File: config.mk
export PLATFORM = sky130hd
export DESIGN_NAME = int_ctrl
export DESIGN_NICKNAME = d
export VERILOG_FILES = /design/src/rtl/int_ctrl.sv
export SDC_FILE = /design/constraint.sdc
export NUM_CORES = 1
export LEC_CHECK = 0
export ABC_CLOCK_PERIOD_IN_PS = 2100
export CAP_MARGIN = 20
export CORE_MARGIN = 2
export CORE_UTILIZATION = 25
export CTS_BUF_LIST = sky130_fd_sc_hd__clkbuf_2 sky130_fd_sc_hd__clkbuf_4 sky130_fd_sc_hd__clkbuf_8
export DETAILED_ROUTE_END_ITERATION = 16
export PLACE_DENSITY_LB_ADDON = 0.12
export SLEW_MARGIN = 0
export SYNTH_ARGS = -nofsm -noshare
export SYNTH_HDL_FRONTEND = slang
export SYNTH_SLANG_ARGS = --single-unit
File: constraint.sdc
create_clock -name clk -period 2.1 [get_ports clk]
set_clock_uncertainty 0.15 [all_clocks]
set_input_delay 0.315 -clock clk [delete_from_list [all_inputs] [get_ports clk]]
set_output_delay 0.315 -clock clk [all_outputs]
set_load 0.05 [all_outputs]
File: src/rtl/int_ctrl.sv
// Fixed-priority interrupt controller: edge-latched sources, req/ack handshake, in-service tracking.
// Optional non-maskable source enabled with `define NMI_EN (adds nmi_in, vector 16'hFFFC, id 4'hF).
module int_ctrl #(
    parameter int unsigned NUM_IRQ  = 14,
    parameter logic [15:0] VEC_BASE = 16'hFFE0
) (
    input  logic               clk,
    input  logic               rst,
    input  logic [NUM_IRQ-1:0] irq_in,
    input  logic [NUM_IRQ-1:0] irq_en,
    input  logic               GIE,
`ifdef NMI_EN
    input  logic               nmi_in,
`endif
    input  logic               int_ack,
    input  logic               reti,
    output logic               int_req,
    output logic [15:0]        int_vec,
    output logic [3:0]         int_id,
    output logic               in_service,
    output logic [NUM_IRQ-1:0] pending
);

    typedef enum logic [1:0] {StIdle, StReq, StService} state_t;

    state_t             state;
    logic [NUM_IRQ-1:0] irq_prev;
    logic [NUM_IRQ-1:0] rise;
    logic [NUM_IRQ-1:0] eligible;
    logic [NUM_IRQ-1:0] clr;
    logic [3:0]         sel;
    logic [15:0]        vec_sel;
    logic               ack_take;

`ifdef NMI_EN
    logic nmi_prev;
    logic nmi_pend;
    logic nmi_active;
    logic mask_active;
    logic nmi_rise;
    logic nmi_clr;

    assign nmi_rise = nmi_in & ~nmi_prev;
    assign nmi_clr  = ack_take & (int_id == 4'hF);
`endif

    assign rise     = irq_in & ~irq_prev;
    assign eligible = pending & irq_en;
    assign ack_take = (state == StReq) & int_ack;
    assign vec_sel  = VEC_BASE + {11'd0, sel, 1'b0};

    // Ascending scan so the highest set bit is the one left in sel.
    always_comb begin
        sel = 4'd0;
        for (int i = 0; i < NUM_IRQ; i++) begin
            if (eligible[i]) sel = 4'(i);
        end
    end

    // The NMI id (4'hF) never matches a maskable index, so it clears nothing here.
    always_comb begin
        clr = '0;
        for (int i = 0; i < NUM_IRQ; i++) begin
            clr[i] = ack_take & (int_id == 4'(i));
        end
    end

    always_ff @(posedge clk or negedge rst) begin
        if (!rst) begin
            state      <= StIdle;
            irq_prev   <= '0;
            pending    <= '0;
            int_req    <= 1'b0;
            int_vec    <= 16'h0000;
            int_id     <= 4'd0;
            in_service <= 1'b0;
`ifdef NMI_EN
            nmi_prev    <= 1'b0;
            nmi_pend    <= 1'b0;
            nmi_active  <= 1'b0;
            mask_active <= 1'b0;
`endif
        end else begin
            irq_prev <= irq_in;
            // A new edge wins over a same-cycle acknowledge clear.
            pending  <= (pending & ~clr) | rise;
`ifdef NMI_EN
            nmi_prev <= nmi_in;
            nmi_pend <= (nmi_pend & ~nmi_clr) | nmi_rise;
`endif
            unique case (state)
                StIdle: begin
`ifdef NMI_EN
                    if (nmi_pend && !nmi_active) begin
                        int_req <= 1'b1;
                        int_vec <= 16'hFFFC;
                        int_id  <= 4'hF;
                        state   <= StReq;
                    end else
`endif
                    if (GIE && |eligible) begin
                        int_req <= 1'b1;
                        int_vec <= vec_sel;
                        int_id  <= sel;
                        state   <= StReq;
                    end
                end
                StReq: begin
                    if (int_ack) begin
                        int_req    <= 1'b0;
                        in_service <= 1'b1;
                        state      <= StService;
`ifdef NMI_EN
                        if (int_id == 4'hF) nmi_active  <= 1'b1;
                        else                mask_active <= 1'b1;
`endif
                    end
                end
                StService: begin
`ifdef NMI_EN
                    if (reti) begin
                        if (nmi_active) begin
                            nmi_active <= 1'b0;
                            if (!mask_active) begin
                                in_service <= 1'b0;
                                state      <= StIdle;
                            end
                        end else begin
                            mask_active <= 1'b0;
                            in_service  <= 1'b0;
                            state       <= StIdle;
                        end
                    end else if (nmi_pend && !nmi_active) begin
                        // Single-level nesting of NMI over a maskable handler.
                        int_req <= 1'b1;
                        int_vec <= 16'hFFFC;
                        int_id  <= 4'hF;
                        state   <= StReq;
                    end
`else
                    if (reti) begin
                        in_service <= 1'b0;
                        state      <= StIdle;
                    end
`endif
                end
                default: state <= StIdle;
            endcase
        end
    end

endmodule
==> results of run 1 <==
## cell families (layout without fill, tap and decap cells)
kind of cell           after synthesis  in the layout
AOI/OAI and AO/OA                   47             47
buffers and inverters               30             99
DFF                                 37             37
muxes                                4              4
other                                1              1
and+or+nand+nor                     34             34
## worst reg2reg max path, delay by kind of cell (launching register included)
kind	cells	cell delay [ns]
simple gates	3	0.52
mux	1	0.31
compound gates	1	0.30
flops	1	0.43
## synth_stat cells
| master | count | share of area (%) |
|---|---|---|
| nand2b_1 | 5 | 1.9 |
| a21oi_1 | 2 | 0.61 |
| o2111ai_1 | 1 | 0.54 |
| a21boi_0 | 1 | 0.46 |
| nand4b_4 | 1 | 1.5 |
| nand4_1 | 1 | 0.38 |
| o21ai_0 | 24 | 7.3 |
| a32oi_1 | 2 | 1.1 |
| mux2_4 | 4 | 3.7 |
| or2_2 | 1 | 0.38 |
| o21ai_1 | 8 | 2.4 |
| nand2_1 | 13 | 3.0 |
| buf_4 | 15 | 6.9 |
| a22o_1 | 2 | 1.1 |
| dfrtp_1 | 37 | 57 |
| conb_1 | 1 | 0.23 |
| nand3_4 | 1 | 1.1 |
| nand3_1 | 4 | 1.2 |
| inv_1 | 15 | 3.4 |
| o211ai_1 | 1 | 0.46 |
| and3b_2 | 1 | 0.61 |
| a22oi_1 | 6 | 2.8 |
| or3_1 | 1 | 0.38 |
| nor2_1 | 3 | 0.69 |
| nand3b_1 | 3 | 1.4 |
## flip-flops by register name, indices dropped and copies added (netlist names)
| signal | count |
|---|---|
| irq_prev | 14 |
| pending | 14 |
| int_id | 3 |
| int_vec | 2 |
| state | 2 |
| in_service | 1 |
| int_req | 1 |
## power breakdown
part | leakage (nW) | switching (mW) | internal, mW
combinational | 0.614 | 0.617 | 0.382
sequential | 0.385 | 0.115 | 0.817
clock | 0.0484 | 0.245 | 0.243
## metal layers
layer / part of all wire [%] / vias to the layer above / track usage [%]
li1: - / 653 / -
met1: 47 / 612 / 16.06
met2: 47 / 45 / 18.61
met3: 5.1 / 5 / 3.307
met4: 1.3 / 0 / 4.762
met5: 0 / - / 0
## path summary, 6_finish.rpt
kind	cells after the start	slack, ns	end	from
max	1	0.09	pending[11]	pending[11]
min	2	0.19	irq_prev[4]	rst
max reg2reg	5	0.29	int_id[1]	pending[11]
min reg2reg	1	0.26	pending[3]	irq_prev[3]
max in group asynchronous	3	1.23	pending[1]	rst
min in group clk	1	0.26	pending[3]	irq_prev[3]
## repair_timing
item | in CTS | in global routing
buffers inserted | 0 | 0
hold buffers | 1 | 0
resized for setup | 0 | 0
endpoints found under the hold margin | 37 | 0
## area by class of cell
| type | instances | area (sq um) | share of cell area [%] |
|---|---|---|---|
| Tap cell | 77 | 96.34 | 3.998 |
| Sequential cell | 37 | 925.9 | 38.42 |
| Multi-Input combinational cell | 86 | 541.8 | 22.48 |
| Inverter | 15 | 56.30 | 2.336 |
| Timing Repair Buffer | 76 | 703.2 | 29.18 |
| Clock buffer | 6 | 76.32 | 3.167 |
| Clock inverter | 2 | 10.01 | 0.4154 |
## cell usage in the layout (no fill, tap or decap), types with 2 or more instances in the layout
cell type,n
a22oi_1,6
buf_4,25
clkbuf_8,5
nor2_1,3
nand2_1,13
o21ai_1,8
inv_1,15
a22o_1,2
mux2_4,4
clkdlybuf4s50_1,48
dfrtp_1,37
a21oi_1,2
nand3b_1,3
o21ai_0,24
a32oi_1,2
nand3_1,4
nand2b_1,5
clkinv_2,2
## stage by stage
stage               setup slack (ns)  area [sq um]  total power [mW]
finish                       0.09387          2410             2.419
global route                 0.01965          2410             2.559
CTS                          0.08016          2410             2.459
detailed placement          -0.04174          2313             1.961
global placement             0.02016          2313             1.962
floorplan                     0.1609          1637             1.577
==> metrics.yaml, run 1 <==
ys_warn_count: 0
slowest_delay_ns: 0.83
placed_cells: 290
via_per_inst: 4.398
synthXorXnorAreaFrac_pct: 0
antenna_cells: 0
clk_pin_slew_worst_paths_ns: 0.08
min_period_over_period_pct: 95.53
required_ns: 1.63
outcome: "completed"
ys_ff_latch: 37
die_y_microns: 84.91
hp-class: "input port to asynchronous set/reset pin"
cts_tree: "built"
syn_inst: 153
synth-simple-area-share_pct: 12.46
io_buffers: 67
grt-ovfl-total: 0
vias: 1315
area_growth_pct: 47.25
clock_path_buffers: 2
drv_slew: 0
cp_slowest_cell: "clkdlybuf4s50_1"
drt-total-wl_mm: 4.057
cts_made_buffers: 5
worst-path-buf-inv: 1
tns_ns: 0
cts_root_buffer: "clkbuf_8"
fin_nets: 254
first_pass_iters: 4
grt_pass1_wl_mm: 6.582
worstSetupEndpointType: "output port"
place_hpwl_mm: 3.145
holdWs_ns: 0.1950
synth_fa_ha_area_share_pct: 0
htree_levels: 2
synth_top_family_by_area: "compound AO/OA/AOI/OAI gates"
ys_seq_area_share_pct: 56.57
die_w_microns: 84.91
fin_cells: 299
crit_family: "buffers and inverters"
wl_per_cell_microns: 13.57
path_cells: "clkdlybuf4s50_1"
finalCoreUtilization_pct: 37.95
clock_latency_ns: 0.29
clock.fmax_mhz: 498.5
path_max_fanout: 5
synth_fp_nets: 186
start_util_pct: 25.77
cts.sink_count: 37
synthMuxAreaShare_pct: 3.670
ir_worst_vdd_mv: 0.5164
arrival_ns: 1.54
setup_viol: 0
maxCapViolCount: 0
grtUsageTotal_pct: 12.03
synth_cell_types: 25
ant_nets: 0
gp_congestion: 0.7194
syn_area_sq_um: 1637
boundaryPins: 69
rsz0062_at_grt: "no"
core_area_sq_um: 6350
nFillCells: 661
grt_max_degree: 37
tightest_slew_ns: 0.5075
route.detailed.drc: 0
start_kind: "flip-flop"
dieArea_sq_um: 7210
final_layout_size_suffix_gt1_share_pct: 19.37
hold_viol_final: 0
worstSetupPathType: "flip-flop to output port"
period_needed_ns: 2.006
row_count: 29
antenna_found_initial: 0
power.leakage_nw: 1.048
grt_pass1_vias: 1307
synth_area_per_cell_sq_um: 10.70
synth_compound_area_share_pct: 16.74
relSlewSlack_pct: 66.06
drt-initial-drc-count: 29
powerDensity_nw_per_um2: 1004
Note: power is estimated with default switching activity, not from simulation.
==> run 2: changes to the inputs <==
--- a/config.mk
+++ b/config.mk
@@ -10,8 +10,9 @@
 export CORE_MARGIN = 2
 export CORE_UTILIZATION = 25
 export CTS_BUF_LIST = sky130_fd_sc_hd__clkbuf_2 sky130_fd_sc_hd__clkbuf_4 sky130_fd_sc_hd__clkbuf_8
+export CTS_CLUSTER_DIAMETER = 60
 export DETAILED_ROUTE_END_ITERATION = 16
-export PLACE_DENSITY_LB_ADDON = 0.12
+export PLACE_DENSITY = 0.63
 export SLEW_MARGIN = 0
 export SYNTH_ARGS = -nofsm -noshare
 export SYNTH_HDL_FRONTEND = slang
==> run 2 against run 1 <==
Die area stayed put. Register-to-register slack better by 0.03 ns. Global-route usage grew 0.059 points. Design area up 1.3%. Worst hold slack improved by 0.070 ns. Fmax fell by 1.8%. Critical path depth unchanged. Critical endpoint is now int_id[0]. Largest power group unchanged. Highest routed layer unchanged.
==> metrics.yaml, run 2 (synthesis results as in run 1) <==
cts_made_buffers: 5
final_common_cell: "clkdlybuf4s50_1"
placed_cells: 288
maxCapViolCount: 0
clock.fmax_mhz: 489.3
die_w_microns: 84.91
path_cells: "clkdlybuf4s50_1"
route.detailed.drc: 0
ir_worst_vdd_mv: 0.5125
slowest_delay_ns: 0.84
period_needed_ns: 2.044
seqCellArea_sq_um: 925.9
crit_family: "buffers and inverters"
start_kind: "flip-flop"
drt-total-wl_mm: 4.164
hold_viol_final: 0
antenna_cells: 0
cts.sink_count: 37
required_ns: 1.63
fin_cells: 297
arrival_ns: 1.58
holdWs_ns: 0.2646
clock_latency_ns: 0.29
cts_tree: "built"
drt-initial-drc-count: 55
row_count: 29
tightest_slew_ns: 0.8178
final_layout_size_suffix_gt1_share_pct: 17.27
worstSetupPathType: "flip-flop to output port"
final_area_sq_um: 2442
htree_levels: 2
boundaryPins: 69
p_total_mw: 2.657
wl_per_cell_microns: 14.02
gp_congestion: 0.7993
rsz0062_at_grt: "no"
dieArea_sq_um: 7210
outcome: "completed"
grt-ovfl-total: 0
power.leakage_nw: 1.052
cts_root_buffer: "clkbuf_8"
worst-path-buf-inv: 1
start_util_pct: 25.77
powerDensity_nw_per_um2: 1088
path_max_fanout: 7
multi_input_area_sq_um: 541.8
finalCoreUtilization_pct: 38.46
grtUsageTotal_pct: 12.09
die_y_microns: 84.91
area_growth_pct: 49.24
nFillCells: 645
cp_slowest_cell: "clkdlybuf4s50_1"
first_pass_iters: 4
place_hpwl_mm: 3.276
grt_pass1_vias: 1358
relSlewSlack_pct: 45.48
grt_max_degree: 38
postPlaceCellArea_sq_um: 2293
worstSetupEndpointType: "output port"
io_buffers: 67
min_period_over_period_pct: 97.32
clk_pin_slew_worst_paths_ns: 0.08
regToRegSetupSlack_ns: 0.32
hp-class: "flip-flop to flip-flop"
drv_slew: 0
via_per_inst: 4.461
vias: 1325
setup_viol: 0
antenna_found_initial: 0
reg_top3: "irq_prev: 14 flops, pending: 14 flops, int_id: 3 flops"
ant_nets: 0
grt_pass1_wl_mm: 6.686
clock_path_buffers: 2
fin_nets: 252
final_cell_mix: "clkdlybuf4s50_1 (49), dfrtp_1 (37), o21ai_0 (24), buf_4 (21), inv_1 (15)"
core_area_sq_um: 6350
-- run 2: cell types whose count changed in the layout (fill, tap and decap cells not counted) --
cell             previous run  this run
clkinv_2                    2         1
buf_4                      25        21
dlymetal6s2s_1              0         2
clkbuf_4                    1         0
clkdlybuf4s50_1            48        49
buf_12                      1         0
bufinv_16                   0         2
-- run 2: area by class of cell --
class	instances	share of cell area (%)
repair buffers	74	28.18
clock buffers	5	2.818
multi-input cells	86	22.18
clock inverters	3	2.664
well taps	77	3.945
flip-flops and latches	37	37.91
inverters	15	2.305
-- run 2: worst paths after layout --
kind / start / end / cells past startpoint
max: int_id[0] / int_id[0] / 1
min: irq_prev[2] / pending[2] / 1
max reg2reg: pending[11] / int_id[0] / 5
min reg2reg: irq_prev[2] / pending[2] / 1
max in group asynchronous: rst / irq_prev[9] / 2
min in group asynchronous: rst / in_service / 2
-- run 2: stage by stage --
stage	TNS, ns	setup slack, ns
4_1_cts	0	0.02665
6_report	0	0.05630
2_1_floorplan	0	0.1609
5_1_grt	0	0.007212
3_3_place_gp	0	0.01681
3_5_place_dp	-0.06302	-0.01688
-- run 2: per-layer routing --
layer | GRT usage (%) | vias up | routed length, microns
li1 | - | 641 | -
met4 | 5.916 | 0 | 90
met1 | 13.95 | 621 | 1755
met3 | 4.183 | 9 | 287
met5 | 0 | - | 0
met2 | 20.04 | 54 | 2032
-- run 2: timing repair --
| action | in CTS | in global routing |
|---|---|---|
| hold buffers | 1 | 0 |
| buffers inserted | 0 | 0 |
| gates resized for setup | 0 | 2 |
| endpoints found under the hold margin | 37 | 0 |
| endpoints found under the setup margin | 0 | 2 |
-- run 2: power breakdown --
group          switching, mW  internal, mW  total, mW  leakage [nW]
clock                  0.256         0.472      0.728        0.0681
combinational          0.617         0.383      0.999         0.599
sequential             0.113         0.817      0.930         0.385
total                  0.986          1.67       2.66          1.05
==> run 3: changes to the inputs <==
--- a/config.mk
+++ b/config.mk
@@ -9,7 +9,7 @@
 export CAP_MARGIN = 20
 export CORE_MARGIN = 2
 export CORE_UTILIZATION = 25
-export CTS_BUF_LIST = sky130_fd_sc_hd__clkbuf_2 sky130_fd_sc_hd__clkbuf_4 sky130_fd_sc_hd__clkbuf_8
+export CTS_BUF_LIST = sky130_fd_sc_hd__clkbuf_8
 export CTS_CLUSTER_DIAMETER = 60
 export DETAILED_ROUTE_END_ITERATION = 16
 export PLACE_DENSITY = 0.63
==> results of run 3 <==
Final layout, timing and power as in run 2 (identical DEF).
